==> src/rtl/writeback_regfile_pkg.sv <==
// Shared types for the dual-lane writeback stage and its neighbours.
// Holds the register-address and data widths, plus the lane-index enum.
package writeback_regfile_pkg;

  localparam int REG_ADDR_W = 5;
  localparam int DATA_W     = 16;
  localparam int NUM_REGS   = 32;
  localparam int NUM_RD     = 4;

  typedef logic [REG_ADDR_W-1:0] reg_addr_t;
  typedef logic [DATA_W-1:0]     data_t;

  typedef enum logic {
    LANE_A = 1'b0,
    LANE_B = 1'b1
  } lane_e;

endpackage

==> src/rtl/wb_scoreboard.sv <==
// Per-register pending-write counters, the issue-accept check and a sticky orphan-writeback flag.
// Busy is registered (1 cycle). issue_ready_o is combinational, and a low ready drops both issues.
module wb_scoreboard
  import writeback_regfile_pkg::*;
#(
  parameter int PEND_W   = 2,
  parameter bit ZERO_REG = 1'b1
) (
  input  logic                         clk_i,
  input  logic                         rst_i,
  input  logic                         issue_a_i,
  input  logic [REG_ADDR_W-1:0]        issue_dest_a_i,
  input  logic                         issue_b_i,
  input  logic [REG_ADDR_W-1:0]        issue_dest_b_i,
  input  logic                         wb_en_a_i,
  input  logic [REG_ADDR_W-1:0]        wb_addr_a_i,
  input  logic                         wb_en_b_i,
  input  logic [REG_ADDR_W-1:0]        wb_addr_b_i,
  input  logic [NUM_RD*REG_ADDR_W-1:0] rd_addr_i,
  output logic [NUM_RD-1:0]            rd_busy_o,
  output logic                         issue_ready_o,
  output logic                         orphan_o
);

  localparam int                CW         = PEND_W + 2;
  localparam logic [PEND_W-1:0] CNT_MAX    = '1;
  localparam logic [PEND_W-1:0] CNT_MAX_M1 = CNT_MAX - 1'b1;

  logic [PEND_W-1:0] cnt_q [NUM_REGS];
  logic [PEND_W-1:0] cnt_d [NUM_REGS];
  logic [NUM_RD-1:0] busy_q, busy_d;
  logic              orphan_q, orphan_d;

  logic              req_a, req_b, acc_a, acc_b, wbv_a, wbv_b;
  logic [CW-1:0]     up_v, dn_v;

  // Register 0 is invisible to the scoreboard when it is hardwired to zero.
  assign req_a = issue_a_i && !(ZERO_REG && issue_dest_a_i == '0);
  assign req_b = issue_b_i && !(ZERO_REG && issue_dest_b_i == '0);
  assign wbv_a = wb_en_a_i && !(ZERO_REG && wb_addr_a_i == '0);
  assign wbv_b = wb_en_b_i && !(ZERO_REG && wb_addr_b_i == '0);

  always_comb begin
    issue_ready_o = 1'b1;
    if (req_a && req_b && issue_dest_a_i == issue_dest_b_i) begin
      if (cnt_q[issue_dest_a_i] >= CNT_MAX_M1) issue_ready_o = 1'b0;
    end else begin
      if (req_a && cnt_q[issue_dest_a_i] == CNT_MAX) issue_ready_o = 1'b0;
      if (req_b && cnt_q[issue_dest_b_i] == CNT_MAX) issue_ready_o = 1'b0;
    end
  end

  assign acc_a = req_a && issue_ready_o;
  assign acc_b = req_b && issue_ready_o;

  always_comb begin
    orphan_d = orphan_q;
    up_v     = '0;
    dn_v     = '0;
    for (int r = 0; r < NUM_REGS; r++) begin
      up_v = {{(CW-PEND_W){1'b0}}, cnt_q[r]};
      dn_v = '0;
      if (acc_a && issue_dest_a_i == REG_ADDR_W'(r)) up_v = up_v + 1'b1;
      if (acc_b && issue_dest_b_i == REG_ADDR_W'(r)) up_v = up_v + 1'b1;
      if (wbv_a && wb_addr_a_i == REG_ADDR_W'(r))    dn_v = dn_v + 1'b1;
      if (wbv_b && wb_addr_b_i == REG_ADDR_W'(r))    dn_v = dn_v + 1'b1;
      // A net decrement below zero means a writeback nobody was waiting on.
      if (dn_v > up_v) begin
        cnt_d[r] = '0;
        orphan_d = 1'b1;
      end else begin
        cnt_d[r] = PEND_W'(up_v - dn_v);
      end
    end
  end

  always_comb begin
    for (int i = 0; i < NUM_RD; i++) begin
      busy_d[i] = (cnt_d[rd_addr_i[i*REG_ADDR_W +: REG_ADDR_W]] != '0);
    end
  end

  always_ff @(posedge clk_i) begin
    if (rst_i) begin
      for (int r = 0; r < NUM_REGS; r++) cnt_q[r] <= '0;
      busy_q   <= '0;
      orphan_q <= 1'b0;
    end else begin
      for (int r = 0; r < NUM_REGS; r++) cnt_q[r] <= cnt_d[r];
      busy_q   <= busy_d;
      orphan_q <= orphan_d;
    end
  end

  assign rd_busy_o = busy_q;
  assign orphan_o  = orphan_q;

endmodule

==> src/rtl/writeback_regfile.sv <==
// Dual-lane writeback into a 32x16 register file with four write-first read ports and a RAW scoreboard.
// Reads take 1 cycle. There is no backpressure on writeback, and issue is throttled through issueReady_o.
module writeback_regfile
  import writeback_regfile_pkg::*;
#(
  parameter int PEND_W   = 2,
  parameter bit ZERO_REG = 1'b1
) (
  input  logic                  clock_i,
  input  logic                  reset_i,
  input  logic                  wbEnableA_i,
  input  logic [REG_ADDR_W-1:0] wbAddressA_i,
  input  logic [DATA_W-1:0]     wbDataA_i,
  input  logic                  wbEnableB_i,
  input  logic [REG_ADDR_W-1:0] wbAddressB_i,
  input  logic [DATA_W-1:0]     wbDataB_i,
  input  logic [REG_ADDR_W-1:0] rdAddr0_i,
  input  logic [REG_ADDR_W-1:0] rdAddr1_i,
  input  logic [REG_ADDR_W-1:0] rdAddr2_i,
  input  logic [REG_ADDR_W-1:0] rdAddr3_i,
  output logic [DATA_W-1:0]     rdData0_o,
  output logic [DATA_W-1:0]     rdData1_o,
  output logic [DATA_W-1:0]     rdData2_o,
  output logic [DATA_W-1:0]     rdData3_o,
  output logic                  rdBusy0_o,
  output logic                  rdBusy1_o,
  output logic                  rdBusy2_o,
  output logic                  rdBusy3_o,
  input  logic                  issueA_i,
  input  logic                  issueB_i,
  input  logic [REG_ADDR_W-1:0] issueDestA_i,
  input  logic [REG_ADDR_W-1:0] issueDestB_i,
  output logic                  issueReady_o,
  output logic [15:0]           conflictCount_o,
  output logic                  wbOrphan_o
);

  data_t                         regs_q [NUM_REGS];
  data_t                         regs_d [NUM_REGS];
  logic [NUM_RD-1:0][DATA_W-1:0] rd_data_q, rd_data_d;
  logic [15:0]                   conflict_q, conflict_d;
  logic [NUM_RD*REG_ADDR_W-1:0]  rd_addr;
  logic [NUM_RD-1:0]             rd_busy;
  logic                          wr_a, wr_b;

  assign rd_addr = {rdAddr3_i, rdAddr2_i, rdAddr1_i, rdAddr0_i};
  assign wr_a    = wbEnableA_i && !(ZERO_REG && wbAddressA_i == '0);
  assign wr_b    = wbEnableB_i && !(ZERO_REG && wbAddressB_i == '0);

  // Lane B is applied last so it wins a same-address collision, and the
  // read ports sample this post-write view to get write-first behaviour.
  always_comb begin
    for (int r = 0; r < NUM_REGS; r++) regs_d[r] = regs_q[r];
    if (wr_a) regs_d[wbAddressA_i] = wbDataA_i;
    if (wr_b) regs_d[wbAddressB_i] = wbDataB_i;
  end

  always_comb begin
    for (int i = 0; i < NUM_RD; i++) begin
      rd_data_d[i] = regs_d[rd_addr[i*REG_ADDR_W +: REG_ADDR_W]];
      if (ZERO_REG && rd_addr[i*REG_ADDR_W +: REG_ADDR_W] == '0) rd_data_d[i] = '0;
    end
  end

  always_comb begin
    conflict_d = conflict_q;
    if (wr_a && wr_b && wbAddressA_i == wbAddressB_i && conflict_q != 16'hFFFF) begin
      conflict_d = conflict_q + 16'd1;
    end
  end

  always_ff @(posedge clock_i) begin
    if (reset_i) begin
      for (int r = 0; r < NUM_REGS; r++) regs_q[r] <= '0;
      rd_data_q  <= '0;
      conflict_q <= '0;
    end else begin
      for (int r = 0; r < NUM_REGS; r++) regs_q[r] <= regs_d[r];
      rd_data_q  <= rd_data_d;
      conflict_q <= conflict_d;
    end
  end

  wb_scoreboard #(
    .PEND_W   (PEND_W),
    .ZERO_REG (ZERO_REG)
  ) u_scoreboard (
    .clk_i          (clock_i),
    .rst_i          (reset_i),
    .issue_a_i      (issueA_i),
    .issue_dest_a_i (issueDestA_i),
    .issue_b_i      (issueB_i),
    .issue_dest_b_i (issueDestB_i),
    .wb_en_a_i      (wbEnableA_i),
    .wb_addr_a_i    (wbAddressA_i),
    .wb_en_b_i      (wbEnableB_i),
    .wb_addr_b_i    (wbAddressB_i),
    .rd_addr_i      (rd_addr),
    .rd_busy_o      (rd_busy),
    .issue_ready_o  (issueReady_o),
    .orphan_o       (wbOrphan_o)
  );

  assign rdData0_o       = rd_data_q[0];
  assign rdData1_o       = rd_data_q[1];
  assign rdData2_o       = rd_data_q[2];
  assign rdData3_o       = rd_data_q[3];
  assign rdBusy0_o       = rd_busy[0];
  assign rdBusy1_o       = rd_busy[1];
  assign rdBusy2_o       = rd_busy[2];
  assign rdBusy3_o       = rd_busy[3];
  assign conflictCount_o = conflict_q;

endmodule

==> config.mk <==
export PLATFORM = sky130hd
export DESIGN_NAME = writeback_regfile
export DESIGN_NICKNAME = d
export VERILOG_FILES = /design/src/rtl/writeback_regfile_pkg.sv /design/src/rtl/wb_scoreboard.sv /design/src/rtl/writeback_regfile.sv
export SDC_FILE = /design/constraint.sdc
export NUM_CORES = 2
export LEC_CHECK = 0
export CAP_MARGIN = 10
export CORE_ASPECT_RATIO = 0.5
export CORE_MARGIN = 2
export CORE_UTILIZATION = 45
export DETAILED_ROUTE_END_ITERATION = 16
export PLACE_DENSITY = 0.65
export SLEW_MARGIN = 10
export SYNTH_ARGS = -nofsm -noshare
export SYNTH_HDL_FRONTEND = slang
export SYNTH_SLANG_ARGS = --single-unit
==> constraint.sdc <==
create_clock -name clock_i -period 6.4 [get_ports clock_i]
set_input_delay 0.64 -clock clock_i [delete_from_list [all_inputs] [get_ports clock_i]]
set_output_delay 0.64 -clock clock_i [all_outputs]
set_load 0.02 [all_outputs]
# [After elaboration in Yosys (flattened, before gate mapping)]
# Memories as Yosys holds them, arrays and structs flattened.
# Index checks and enable logic that the tools add are counted.
[totals] reg_bits=85 mem_bits_rw=576 output_inout_bits=86 wordCells=837 mem_count=2
[mem_list] memory="regs_q" words=32 word_bits=16 rd=32 rd_clocked_by_memory_dff=0 write_ports=32 line="writeback_regfile.sv:38" rtl="data_t regs_q [NUM_REGS];"
[mem_list] memory="u_scoreboard.cnt_q" words=32 word_bits=2 rd=34 rd_clocked_by_memory_dff=0 write_ports=32 line="wb_scoreboard.sv:29" rtl="logic [PEND_W-1:0] cnt_q [NUM_REGS];"
[op_classes] add_sub_neg=129 order_cmp=41 n_eq_ne=129 n_mux=295 n_bitwise=70 reduce_logical=164
[ops] op="$bwmux 512" n=2
[ops] op="$mux 512" n=2
[ops] op="$mux 16" n=42
[ops] op="$bmux 16 s5" n=4
[ops] op="$eq 5x5->1 const B" n=64
[ops] op="$mux 4" n=64
[ops] op="$mux 2" n=104
[ops] op="$demux 16 s5" n=2
[ops] op="$eq 5x4->1 const B" n=32
[ops] op="$logic_and 1x1->1" n=143
[ops] op="$add 4x1->4 const B" n=32
[ops] op="$gt 2x4->1" n=32
[ops] op="$add 2x1->3 const B" n=32
[ops] op="$eq 5x3->1 const B" n=16
[ops] op="$mux 1" n=71
[ops] op="$add 1x1->2 const B" n=32
[ops] op="$or 1x1->1" n=64
[ops] op="$sub 2x2->2" n=32
[ops] op="$bmux 2 s5" n=4
[ops] op="$eq 5x2->1 const B" n=8
[ops] op="$logic_not 5->1" n=8
[ops] op="$ge 6x6->1 const B" n=6
[ops] op="$not 5->6" n=6
[ops] op="$reduce_bool 32->1" n=1
[ops] op="10 further kinds" n=25

# [Logic depth before layout (Yosys ltp)]
[depth] word_depth=45 mapped_depth=29 mapped_depth_nobuf=23

# [By module]
# A second synthesis with hierarchy kept.
[hier_totals] cells_unflattened=7606 area_unflattened_um2=56365.3
[modules_own_cells] module="writeback_regfile" instances=1 cells_per_inst=5979 area_per_inst_um2=44574.0 seq_area_each_um2=11851.4
[modules_own_cells] module="wb_scoreboard" instances=1 cells_per_inst=1627 area_per_inst_um2=11791.3 seq_area_each_um2=1381.3

# [Worst setup path before layout]
# OpenSTA, ideal clock, no wires.
[synth_path] kind="input -> register" start="in issueDestA_i[2]" end="reg u_scoreboard.busy_q[3] (netlist: u_scoreboard.rd_busy_o[3])" t_arrival_ns=5.918 t_required_ns=6.304 setup_slack_ns=0.386 stages=24 path_buffers=5 path_cell_list="clkbuf_1 buf_2 mux4_2 mux2i_1 o21ai_0 or3_1 nand4_1 clkbuf_1 buf_2 nand2_1 inv_1 buf_2 nand2_1 nor3_1 mux2_2 ha_1 mux2i_1 ha_1 nor2b_1 o21ai_0 o21ai_0 mux4_2 o221a_1 o41ai_2"
[synth_between] elab_chain_len=18 elab_cells_between_ends=307
[synth_lines] element="start, declared" line="writeback_regfile.sv:31" rtl="input logic [REG_ADDR_W-1:0] issueDestA_i,"
[synth_lines] element="parallel branches: the longest is 6 deep, another holds $mem_v2 32x2"
[synth_lines] element="$mux 1 (*)" line="wb_scoreboard.sv:45" rtl="if (req_a && req_b && issue_dest_a_i == issue_dest_b_i) begin"
[synth_lines] element="via issueReady_o" line="writeback_regfile.sv:33" rtl="output logic issueReady_o,"
[synth_lines] element="$logic_and 1x1->1" line="wb_scoreboard.sv:53" rtl="assign acc_a = req_a && issue_ready_o;"
[synth_lines] element="$logic_and 1x1->1" line="wb_scoreboard.sv:63" rtl="if (acc_a && issue_dest_a_i == REG_ADDR_W'(r)) up_v = up_v + 1'b1;"
[synth_lines] element="$mux 4" line="wb_scoreboard.sv:63"
[synth_lines] element="$add 4x1->4" line="wb_scoreboard.sv:64" rtl="if (acc_b && issue_dest_b_i == REG_ADDR_W'(r)) up_v = up_v + 1'b1;"
[synth_lines] element="$mux 4" line="wb_scoreboard.sv:64"
[synth_lines] element="$gt 2x4->1 / $sub 2x2->2 (equally long branches)" line="wb_scoreboard.sv:68, wb_scoreboard.sv:72"
[synth_lines] element="$mux 2" line="wb_scoreboard.sv:68" rtl="if (dn_v > up_v) begin"
[synth_lines] element="$bmux 2 s5 (*)" line="wb_scoreboard.sv:79" rtl="busy_d[i] = (cnt_d[rd_addr_i[i*REG_ADDR_W +: REG_ADDR_W]] != '0);"
[synth_lines] element="$mux 2 (not written as such) (*) (2 in a row)" line="wb_scoreboard.sv:79"
[synth_lines] element="$reduce_bool 2->1 (*)" line="wb_scoreboard.sv:79"
[synth_lines] element="end signal, assigned" line="wb_scoreboard.sv:90" rtl="busy_q <= busy_d;"
[synth_lines] element="end, declared" line="wb_scoreboard.sv:31" rtl="logic [NUM_RD-1:0] busy_q, busy_d;"
# Mark *: on every way through the listed nets, which the timed path passes. The select of a mux whose other input is x is not followed.
# A chain may end at the register's enable or synchronous reset.

# [Worst setup path in the final report]
[layout_path] start="in issueDestA_i[0]" end="reg u_scoreboard.busy_q[1] (netlist: u_scoreboard.rd_busy_o[1])"
[layout_between] elab_chain_len=18 elab_cells_between_ends=307
[layout_lines] element="parallel branches: the longest is 14 deep, another holds $add 4x1->4"
[layout_lines] element="$bmux 2 s5 (*)" line="wb_scoreboard.sv:79"
[layout_lines] element="$mux 2 (not written as such) (*) (2 in a row)" line="wb_scoreboard.sv:79"
[layout_lines] element="$reduce_bool 2->1 (*)" line="wb_scoreboard.sv:79"
# Mark *: on every way between the ends. The select of a mux whose other input is x is not followed.

==> reports/results.txt <==
For this run the aggregate overflow at the end of global routing stands at 0. Global routing used 40.40% of the available tracks. The count of flip-flops with a built-in enable after synthesis came out at 0.

Setup slack on the worst reg-to-reg path comes out at 460 ps. Kind of cell adding the most delay to the critical path: simple AND/OR/NAND/NOR gates. VDD sags by at most 0.1883 mV.

The most used flip-flop cell after synthesis is sky130_fd_sc_hd__dfxtp_1. For the first-pass detailed-route iteration total, the log shows 14. STA puts the critical path data arrival time at 6610 ps. The power share of the sequential group is 37.4%. Pin placement for this block handled 164 I/O pins. The path depth of the worst reg2reg path is 22. The via-per-instance ratio came out at 7.029. The logs give 661 for the count of clock tree sinks and 45.22% for the initial core utilization. In this run the worst hold path is classified as flop to flop.

The final net count was 6354. Terminus of the critical flop-to-flop path: u_scoreboard.orphan_o. STA classifies the critical path endpoint as a flop. Dividing the detail-routed wire length by the instance count gives 33.24 µm.

The count of buffering cells on the critical path with inverters included is 5, and the number of hold violations in the final report is 0. The width of the die was 495.4 µm. Start point of the critical path: issueDestA_i[0].

After synthesis, the mean cell area works out to 8.922 µm². Number of antenna violations at the first check in global routing: 21. The count of unique library cells instantiated by Yosys is 85. The critical path is of the input port to flop type. For this run, the top clock speed supported by timing is 165.0 MHz.

For the via count of the first global-routing pass, the log shows 51050. Per report_power, the clock group accounts for 41.6% of the total. Wires add up to 258.4 mm. For the reported max-cap violation count, the log shows 0. For the sequential-to-total area share from yosys stat, the log shows 24.35%.

Slowest cell on the critical path: sky130_fd_sc_hd__nor3_1. The die is 249.7 µm tall. The floorplan step defined a die boundary enclosing 123700 µm².

For this run, design rule violations remaining after detail routing come to 0. The first routing iteration left 8628 violations. The run gives 0 as the count of synthesis-stage warnings from yosys. The analysis attributes to net switching a power of 3679 µW. Number of flip-flops and latches in the synthesized netlist: 661.

In this design, the stage delay of the slowest critical-path cell is 650 ps. Critical path depth in cells: 24. The buffer levels on the longest clock path was 3. In this run, CTS created clock tree buffers numbering 70.

The biggest area consumer among synthesized cells is sky130_fd_sc_hd__dfxtp_1. Of the total power, the share spent switching nets is 32.28%. The library cell used most frequently in the layout, excluding fill and tap cells, is sky130_fd_sc_hd__mux2i_1. In this run the worst setup path terminates at u_scoreboard.rd_busy_o[1]. The run finished with clean final reports. The finished cells cover 61170 µm². Summing all placed instances gives a cell area of 58610 µm².

The tools report the critical path required time as 6950 ps. In this run, post-CTS hold repair placed 0 buffers. The leakage power figure came out at 0.02398 µW. For the clock latency of the later-clocked register in the worst-skew pair, the log shows 710 ps. After clock tree synthesis, the repair step resized 0 gates. The placeable core area is 120200 µm², and the post-synthesis to final-layout area growth is 12.57%. The first global-routing pass estimated 364.7 mm of wire. The run gives 21.1% as the share of power burned in combinational logic.

For the pin with the worst max-slew slack, the measured transition is 1346 ps. Dividing the final minimum period by the clock period gives 94.69%. The worst setup path is launched from an input port. The tools report the total via count after detailed routing as 54650.

TritonCTS built the clock tree. The highest net fanout along the worst path is 6. The run gives 1.047 as the routability congestion estimate from global placement. The logs give 0 for the number of slew-limit violations in the final report and 54340 µm² for the cell area after technology mapping.

In this run the tightest slew margin relative to its limit is 10.07%. For the cell-internal power, the log shows 7718 µW. Count of filler cells inserted in the layout: 10850. HPWL after detailed placement: 171.7 mm. The startpoint identified for the worst register-to-register timing path is u_scoreboard.cnt_q[4][1]. The CTS H-tree depth came out at 3. For the number of nets with antenna violations after detailed routing, the log shows 0. Final hold slack: 514.9 ps.

In the layout the commonest cells are sky130_fd_sc_hd__mux2i_1 (752), sky130_fd_sc_hd__dfxtp_1 (661), sky130_fd_sc_hd__nand2_1 (592). Sorting the synthesized cells by area gives the leading types as sky130_fd_sc_hd__dfxtp_1 (24%), sky130_fd_sc_hd__mux4_2 (19%), sky130_fd_sc_hd__mux2i_1 (14%). The fraction of synthesis flops using an asynchronous set or reset pin came out at 0%. The master cell of the clock root buffer is sky130_fd_sc_hd__clkbuf_16.

Dominant cell type by count on the critical path: sky130_fd_sc_hd__buf_4. Once the clock tree was built, the setup fixing pass inserted 0 buffers. Clock-pin slew was measured on the worst setup and hold paths at 70 ps.

Synthesis produced 6090 cells. Setup repair after global routing left no endpoint under its margin. The fraction of layout instances using a drive strength above 1 was 16.83%; the final clock skew was 29.39 ps.

Entering global routing, the biggest net connects 131 pins. After layout, the minimum clock period comes to 6060 ps. The count of buffers added on input and output ports is 163.

The synthesized design devotes to its leading area cell type 24.35% of total area. The signal on the critical path passes through clkdlybuf4s50_1 > buf_4 > mux4_2 > mux2i_1 > o21ai_1 > or4_4 > nand4_1 > nand2_1 > inv_1 > nand2_1 > buf_4 > nor2_1 > mux2_2 > ha_1 > mux2i_1 > ha_1 > nand2b_1 > a221oi_1 > nor3_1 > buf_4 > a2111oi_0 > nor4_1 > nor3_1 > nor4_1. The tools report the count of final setup violators as 0. Power spread over the standard cell area amounts to 186.3 nW/µm².

The row count is 90.
[Yosys cell counts, drive strengths merged (19+ instances only)]
| cell | count |
|---|---|
| a211oi | 27 |
| a21oi | 362 |
| a31oi | 53 |
| and2 | 515 |
| and3 | 24 |
| buf | 71 |
| clkbuf | 489 |
| dfxtp | 661 |
| ha | 175 |
| inv | 168 |
| mux2 | 20 |
| mux2i | 752 |
| mux4 | 462 |
| nand2 | 596 |
| nand2b | 22 |
| nand3 | 78 |
| nand4 | 26 |
| nor2 | 460 |
| nor2b | 58 |
| nor3 | 128 |
| nor4 | 19 |
| o211ai | 19 |
| o21ai | 363 |
| o221ai | 116 |
| o22ai | 54 |
| xnor2 | 40 |
| xor2 | 76 |
[kinds of logic (layout without fill, tap and decap cells)]
kind of cell	Yosys count	in the layout	synth area share [%]
and+or+nand+nor	1997	1997	17.87
muxes	1234	1234	33.42
AOI/OAI and AO/OA	1173	1173	13.32
buffers and inverters	733	799	5.130
DFF	661	661	24.35
adders and majority gates	175	175	4.030
xor gates and xnor gates	116	116	1.870
other	1	9	0.006902
[power groups by stage]
stage                     Combinational [µW]  Clock [µW]  Sequential, µW
after floorplan                         1350           0            4350
after global routing                    2450        4890            4260
after CTS                               2270        4720            4250
final                                   2400        4740            4260
after detailed placement                2270           0            4350
after global placement                  2230           0            4340
[worst reg2reg max path, cell delays in order (launching register included)]
cell                      delay, ps
sky130_fd_sc_hd__dfxtp_1        510
sky130_fd_sc_hd__nand2_1        210
sky130_fd_sc_hd__mux4_2         500
sky130_fd_sc_hd__mux2_2         280
sky130_fd_sc_hd__o32ai_1        360
sky130_fd_sc_hd__nor3_2          80
sky130_fd_sc_hd__buf_4          230
sky130_fd_sc_hd__nand3_1        360
sky130_fd_sc_hd__nor2_1         150
sky130_fd_sc_hd__buf_4          160
sky130_fd_sc_hd__xnor2_1        200
sky130_fd_sc_hd__inv_1           70
sky130_fd_sc_hd__ha_1           270
sky130_fd_sc_hd__mux2i_1        230
sky130_fd_sc_hd__ha_1           310
sky130_fd_sc_hd__nor2b_1        140
sky130_fd_sc_hd__o21ai_0        160
sky130_fd_sc_hd__a31oi_1         80
sky130_fd_sc_hd__buf_4          180
sky130_fd_sc_hd__nor4_1         480
sky130_fd_sc_hd__nand3_1        300
sky130_fd_sc_hd__nor4_1         390
sky130_fd_sc_hd__a41oi_1        150
[per-stage QoR]
stage / total power [µW] / cells / worst slack, ps / TNS [ps] / util (%)
floorplan: 5700 / 6091 / 386.3 / 0 / -
global placement: 6575 / 7639 / -157.7 / -312.1 / 48.77
detailed placement: 6612 / 7639 / -185.9 / -284.2 / 48.78
CTS: 11250 / 7767 / 513.1 / 0 / 50.90
global route: 11590 / 7767 / 111.7 / 0 / 50.89
finish: 11400 / 7774 / 339.7 / 0 / 50.91
[layout make-up]
class | instances | area (µm²) | share of cell area (%)
diodes | 7 | 17.52 | 0.02864
clock buffers | 91 | 1982 | 3.240
clock inverters | 37 | 565.5 | 0.9246
inverters | 173 | 698.2 | 1.141
multi-input cells | 4697 | 38540 | 63.01
flip-flops and latches | 661 | 13230 | 21.63
well taps | 1610 | 2014 | 3.293
repair buffers | 498 | 4116 | 6.730
[flip-flops by register name, summed over array words and instances (netlist names)]
signal                  flops
u_scoreboard.cnt_q         64
u_scoreboard.orphan_o       1
rdData1_o                  16
rdData0_o                  16
rdData3_o                  16
conflictCount_o            16
regs_q                    512
u_scoreboard.rd_busy_o      4
rdData2_o                  16
[how the worst min path moves through the flow]
stage	startpoint	endpoint	slack, ps	cells after the start
finish	regs_q[0][2]	regs_q[0][2]	510	1
global route	regs_q[0][7]	regs_q[0][7]	520	1
CTS	reset_i	regs_q[1][142]	510	2
detailed placement	regs_q[0][4]	regs_q[0][4]	500	1
global placement	regs_q[0][7]	regs_q[0][7]	480	1
floorplan	regs_q[0][0]	regs_q[0][0]	470	1
[layer usage]
metal  GRT usage (%)  up-vias  part of all wire, %
li1                -    22360                    -
met1           51.60    26240                   36
met2           55.25     4778                   39
met3           16.42     1249                   16
met4           27.74       20                  8.5
met5               0        -                0.045
No activity file was read; power rests on OpenSTA's default activity.
